[src/rtl/cpu_run_controller.sv]
// Run controller: holds the CPU in reset, lets it run until halt, timeout or abort,
// and collects cycle, stall and branch-prediction statistics for the run.
module cpu_run_controller #(
  parameter int unsigned      CW           = 32,
  parameter int unsigned      RESET_CYCLES = 4,
  parameter longint unsigned  MAX_CLOCKS   = 1000
) (
  input  logic          input_clk,
  input  logic          rst,
  input  logic          start,
  input  logic          abort,
  input  logic          hlt,
  input  logic          stall,
  input  logic          branch_valid,
  input  logic          branch_miss,
  output logic          cpu_rst,
  output logic          cpu_run,
  output logic          busy,
  output logic          done,
  output logic [1:0]    status,
  output logic [CW-1:0] cycles,
  output logic [CW-1:0] stall_count,
  output logic [CW-1:0] bp_count,
  output logic [CW-1:0] bp_miss_count
);

  // state | meaning
  // IDLE  | CPU held in reset, waiting for start
  // RESET | CPU held in reset for RESET_CYCLES edges
  // RUN   | CPU clock enabled, statistics counting
  // DONE  | CPU frozen, results held until next start
  typedef enum logic [1:0] {S_IDLE, S_RESET, S_RUN, S_DONE} state_t;

  localparam logic [1:0]    ST_NONE  = 2'b00;
  localparam logic [1:0]    ST_HALT  = 2'b01;
  localparam logic [1:0]    ST_TOUT  = 2'b10;
  localparam logic [1:0]    ST_ABORT = 2'b11;
  localparam logic [CW-1:0] MAX_C    = CW'(MAX_CLOCKS);
  localparam logic [7:0]    RST_LAST = 8'(RESET_CYCLES - 1);

  state_t        r_state;
  logic [7:0]    r_rst_cnt;
  logic [1:0]    r_status;
  logic [CW-1:0] r_cycles;
  logic [CW-1:0] r_stall;
  logic [CW-1:0] r_bp;
  logic [CW-1:0] r_miss;
  logic [CW-1:0] w_cyc_next;

  function automatic logic [CW-1:0] sat_inc(input logic [CW-1:0] v, input logic en);
    return (en && (v != '1)) ? v + CW'(1) : v;
  endfunction

  assign w_cyc_next = sat_inc(r_cycles, 1'b1);

  always_ff @(posedge input_clk or negedge rst) begin
    if (!rst) begin
      r_state   <= S_IDLE;
      r_rst_cnt <= '0;
      r_status  <= ST_NONE;
      r_cycles  <= '0;
      r_stall   <= '0;
      r_bp      <= '0;
      r_miss    <= '0;
    end else begin
      unique case (r_state)
        S_IDLE, S_DONE: begin
          if (start) begin
            r_state   <= S_RESET;
            r_rst_cnt <= '0;
            r_status  <= ST_NONE;
            r_cycles  <= '0;
            r_stall   <= '0;
            r_bp      <= '0;
            r_miss    <= '0;
          end
        end
        S_RESET: begin
          if (abort) begin
            r_state  <= S_DONE;
            r_status <= ST_ABORT;
          end else if (r_rst_cnt == RST_LAST) begin
            r_state <= S_RUN;
          end else begin
            r_rst_cnt <= r_rst_cnt + 8'd1;
          end
        end
        S_RUN: begin
          // The terminating edge is still counted, whichever condition ends the run.
          r_cycles <= w_cyc_next;
          r_stall  <= sat_inc(r_stall, stall);
          r_bp     <= sat_inc(r_bp, branch_valid);
          r_miss   <= sat_inc(r_miss, branch_valid & branch_miss);
          if (abort) begin
            r_state  <= S_DONE;
            r_status <= ST_ABORT;
          end else if (hlt) begin
            r_state  <= S_DONE;
            r_status <= ST_HALT;
          end else if (w_cyc_next == MAX_C) begin
            r_state  <= S_DONE;
            r_status <= ST_TOUT;
          end
        end
        default: r_state <= S_IDLE;
      endcase
    end
  end

  assign cpu_rst       = (r_state == S_IDLE) || (r_state == S_RESET);
  assign cpu_run       = (r_state == S_RUN);
  assign busy          = (r_state == S_RESET) || (r_state == S_RUN);
  assign done          = (r_state == S_DONE);
  assign status        = r_status;
  assign cycles        = r_cycles;
  assign stall_count   = r_stall;
  assign bp_count      = r_bp;
  assign bp_miss_count = r_miss;

endmodule

[config.mk]
export PLATFORM = sky130hd
export DESIGN_NAME = cpu_run_controller
export DESIGN_NICKNAME = d
export VERILOG_FILES = /design/src/rtl/cpu_run_controller.sv
export SDC_FILE = /design/constraint.sdc
export NUM_CORES = 1
export LEC_CHECK = 0
export ABC_AREA = 1
export ABC_CLOCK_PERIOD_IN_PS = 2230
export BUFFER_PORTS_ARGS = -buffer_cell sky130_fd_sc_hd__buf_4
export CAP_MARGIN = 25
export CORE_MARGIN = 1
export CORE_UTILIZATION = 52
export CTS_BUF_LIST = sky130_fd_sc_hd__clkbuf_16
export CTS_CLUSTER_DIAMETER = 100
export CTS_CLUSTER_SIZE = 16
export DETAILED_ROUTE_END_ITERATION = 6
export PLACE_DENSITY = 0.86
export SYNTH_ARGS = -nofsm -noshare
export SYNTH_HDL_FRONTEND = slang
export SYNTH_SLANG_ARGS = --single-unit
[constraint.sdc]
create_clock -name input_clk -period 2.23 [get_ports input_clk]
set_input_delay 0.223 -clock input_clk [delete_from_list [all_inputs] [get_ports input_clk]]
set_output_delay 0.223 -clock input_clk [all_outputs]
set_load 0.01 [all_outputs]
Word level (Yosys, flattened, before mapping). Cells that the tools add are included.

Flip-flop bits (word level): 140. Input bits: 8. Output and inout bits: 134. Logic and storage cells: 73.

Add/sub/neg operators: 5. Eq/ne operators: 18. Multiplexer cells: 26. Bitwise operators: 1. Reductions and logical operators: 16.

Operators by type and width (number): 32-bit case mux with 2 select lines (4); 32-bit 2-to-1 mux (5); 32-bit by 1-bit adder with 32-bit output (second input constant) (4); 32-bit inequality test (second input constant) (4); 32-bit by 10-bit == test with 1-bit output (second input constant) (1); 8-bit 2-to-1 mux (3); 2-bit 2-to-1 mux (11); 8-bit case mux with 2 select lines (1); 3-bit AND reduction (5); 2-bit case mux with 3 select lines (2); 8-bit by 1-bit adder with 8-bit output (second input constant) (1); 8-bit by 2-bit == test with 1-bit output (second input constant) (1); 2-bit inequality test (second input constant) (4); 2-bit by 1-bit inequality test with 1-bit output (second input constant) (3); 2-bit == test (second input constant) (2); 4-bit by 3-bit inequality test with 1-bit output (second input constant) (1); 4-bit AND reduction (1); 2-bit nonzero test (2); 1-bit logical AND (3); 3-bit inequality test (second input constant) (1); 2-bit by 1-bit == test with 1-bit output (second input constant) (1); 2-bit zero test (1); 1-bit logical OR (2); 2-bit AND reduction (1); other kinds (2) (2).

Longest topological paths before layout.
Depth after elaboration: 7. Depth in mapped cells: 17. Gate-level depth less buffers: 17.

Worst setup path before layout. OpenSTA, ideal clock, no wires.

Path kind: input -> register. Start: in r_state[0]. End: reg r_stall[10] (netlist: stall_count[10]). Setup time: 0.123 ns. Data arrival time: 2.121 ns. Required time: 2.107 ns. Setup slack: -0.015 ns. Stages on the path: 13. Path buffers: 2. Cells stage by stage: dfrtp_1 > inv_1 > ha_1 > inv_1 > nor2_1 > nor2_1 > clkbuf_1 > nand3_1 > nand2_2 > buf_2 > nand3_1 > o21ai_0 > a21oi_1.

Cells in the longest elaborated chain, start to end: 4. Elaborated cells on any way between the ends: 9. Classes of those cells: eq/ne (4); mux (1); reduce/logical (4).

Ends and longest elaborated chain: start, declared (line 41) `state_t r_state;`; 2-bit == test or 2-bit zero test (tied branches) (line 66) `unique case (r_state)`; 2-bit OR reduction (line 66); 2-bit inequality test (no line) or 2-bit nonzero test (tied branches); 3-bit AND reduction (no line); end signal, assigned (line 91) `r_stall <= sat_inc(r_stall, stall);`; end, declared (line 45) `logic [CW-1:0] r_stall;`.

Parallel ways exist; a longest one is shown, timed or not. A chain may end at the register's enable or synchronous reset.

Worst setup path after layout.
Start: in bp_miss_count[17]. End: reg r_miss[14] (netlist: bp_miss_count[14]).

Cells in the longest elaborated chain, start to end: 4.

Ends and longest elaborated chain: start, declared (line 24) `output logic [CW-1:0] bp_miss_count`; 32-bit inequality test (line 51) `return (en && (v != '1)) ? v + CW'(1) : v;`; 1-bit logical AND (line 51); 2-bit by 1-bit inequality test with 1-bit output (no line); 3-bit AND reduction (no line); end signal, assigned (line 93) `r_miss <= sat_inc(r_miss, branch_valid & branch_miss);`; end, declared (line 47) `logic [CW-1:0] r_miss;`.

Every way passes these cells.

==> run metrics <==
worst IR drop on VDD=0.0009347 V; dpl hpwl=21190 um; DP Cell Count=roughly 1700; clock slew at reported path FFs=around 60 ps; leakage=between 5 and 6 nW; dpl ws=-190.0 ps; Sw Ratio=a little over two fifths; TritonRoute pass-1 iters=6; endpoints failing setup=16; count leader, synth=nand2_1; required time worst endpoint=approximately 2600 ps; Post-Syn Instances=1276; crit path to=bp_miss_count[14]; Flop pwr share=27.8%; min setup slack post-route=-97.55 ps; Synth cell types=35; Clock Latency Late Sink=440 ps; Top Usage Layer GRT=met2; RePlAce Congestion=0.9575; grt ovf=0; CP max-delay cell=dfrtp_1; Worst R2R Setup Slack=-100 ps; Port Buffers=between 100 and 150; gr usage total=32.96%; Fin Hold WS=~220 ps; number of global-route vias before repair=between 9000 and 10000; average size of a mapped cell=around 7.0 um^2; CTS max path bufs=2; combinational power share=between 40 and 50%; PwrDens=between 800 and 900 nW/um^2; Vias/cell=5.843; clk_skew=roughly 11 ps; Clock power frac=roughly 28%; Setup TNS=-640.2 ps; wire length per cell=16.92 um; cell taking the most area after synthesis=dfrtp_1; synthesis-stage register bit count=140; largest net degree at the start of global routing=56; die area=approximately 18000 um^2; Slew Limit Headroom=approximately 66%; final-stage net count=between 1500 and 2000; # diodes=0; GR Layer Usage met1=40.94%; fin area=11980 um^2; final core occ=between 70% and 80%; vias=10400; clock sinks=140; Root Driver=clkbuf_16; synthesized area=~9000 um^2; Setup crit start=bp_miss_count[17]; R2R Path End=bp_miss_count[14]; Max stage delay on crit path=roughly 430 ps; critical path class=reg -> reg; initial cell density of the core=a little over half; met2 usage=55.15%; share of layout cells above drive strength 1=24.50%; worst-path maximum fanout=20; post-synthesis sequential area ratio=roughly two fifths; MaxCap Viol Count=0; startpoint types=register; number of antenna violations at the first check in global routing=0; syn nets=1293; Post-synth ARST share=100.0%; Commonest cells post-synth=nand2_1 (336), nor2_1 (162), inv_1 (143); Chip Width=approximately 130 um; Final Non-Filler Cells=1779; Net Sw Power=between 4 and 5 mW; Slew Limit Fails=0; Period minus WS final=about 2300 ps; Tightest Hold Check Type=in -> reg; EDFF count, synth=0; CTS tree=built; post-route ant nets=0; main flop type after synthesis=dfrtp_1; critical path arrival=~2600 ps; CTS H-tree depth=4; DRT iter0 DRCs=just under 1000; Ports=between 100 and 150; Power, Total=roughly 10 mW; final wirelength=30100 um; share of the clock period used by the worst path=104.4%; Post-DP Area=roughly 11000 um^2; failing checks=setup timing; Final Hold Fails=0; Core Region=roughly 17000 um^2; status=finished with violations; global-route wire length before repair=about 46000 um; detailed-route DRC error count=0; GR Layer Usage met3=under 10%; total CTS buffers=17; internal power=5.762 mW; FF-to-FF path depth=11; RSZ-0062 raised after global routing=true; yosys warns=0; FMAX=429.6 MHz; reg2reg start=bp_miss_count[17]; dominant cells by area after synthesis=dfrtp_1 (39%), nand2_1 (14%), nor2_1 (6.9%), inv_1 (6.0%), o21ai_0 (6.0%); Area Growth Syn to Fin=35.06%; die span in y=between 100 and 150 um; Setup crit end kind=register; CP Cell Sequence=inv_1 -> nor3_1 -> nand2_1 -> nor3_2 -> nand3_1 -> nand4_1 -> nand2_2 -> buf_4 -> clkbuf_16 -> a21oi_1 -> nor2_1; FP Rows=47; worst slew pin tran=around 510 ps; Synth top area share=between 30% and 40%
[cell type report]
class	instances	area (um^2)
fillers	1325	4659
repair buffers	282	2178
well taps	220	275.3
inverters	144	544.3
multi-input cells	961	4895
clock inverters	15	152.6
clock buffers	17	425.4
flip-flops and latches	140	3512
[repair_timing]
item	4_1_cts	5_1_grt
pin swaps	5	18
setup endpoints to repair	51	93
hold buffers	1	0
setup buffers	4	16
hold endpoints to repair	46	0
cloned	0	2
resized for setup	19	45
[cell usage in the layout, fill, tap and decap left out, types with 18 or more instances in the layout]
cell / synthesis / routed
nand3_1: 79 / 77
nor3_1: 58 / 50
clkbuf_16: 0 / 18
nand4_1: 55 / 55
inv_1: 143 / 143
nand2_1: 336 / 327
a21oi_1: 33 / 33
dfrtp_1: 140 / 133
o21ai_0: 107 / 102
xor2_1: 29 / 29
nor2_1: 162 / 148
buf_4: 2 / 276
o31ai_1: 25 / 25
[worst max-delay path, delay by kind of cell (launching register included)]
kind	cells	cell delay (ps)
and+or+nand+nor	7	1140
AOI/OAI and AO/OA	1	170
DFF	1	430
buffers and inverters	3	460
[per-layer routing]
| metal | share of wire, % | vias up |
|---|---|---|
| met2 | 48 | 660 |
| met4 | 3.8 | 0 |
| met5 | 0 | - |
| met3 | 9.6 | 137 |
| li1 | - | 4774 |
| met1 | 38 | 4824 |
[sequential cells by signal, summed over array words and instances (netlist names)]
register,cells
r_state,2
stall_count,32
bp_miss_count,32
cycles,32
r_rst_cnt,8
status,2
bp_count,32
[power by group through the flow]
stage | registers (mW) | clock network, mW | logic [mW]
after floorplan | 2.84 | 0 | 2.28
after global placement | 2.79 | 0 | 3.68
after detailed placement | 2.80 | 0 | 3.79
after CTS | 2.76 | 2.83 | 3.92
after global routing | 2.78 | 2.95 | 4.69
final | 2.77 | 2.81 | 4.40
[worst min-delay path by stage]
stage	start	to	slack [ps]	cells after the start
after floorplan	rst	bp_count[0]	-70	0
after detailed placement	rst	cycles[31]	220	1
after global routing	abort	r_state[0]	240	5
after CTS	abort	r_state[0]	200	5
final	hlt	status[1]	220	6
after global placement	rst	cycles[31]	210	1
[kinds of logic after synthesis]
| group | count (synthesis) | synth area share [%] |
|---|---|---|
| AOI/OAI and AO/OA | 180 | 11.13 |
| DFF | 140 | 39.49 |
| xor gates and xnor gates | 43 | 4.245 |
| buffers and inverters | 176 | 7.756 |
| adders and majority gates | 9 | 1.269 |
| and+or+nand+nor | 728 | 36.12 |
No activity file was read; power rests on OpenSTA's default activity.
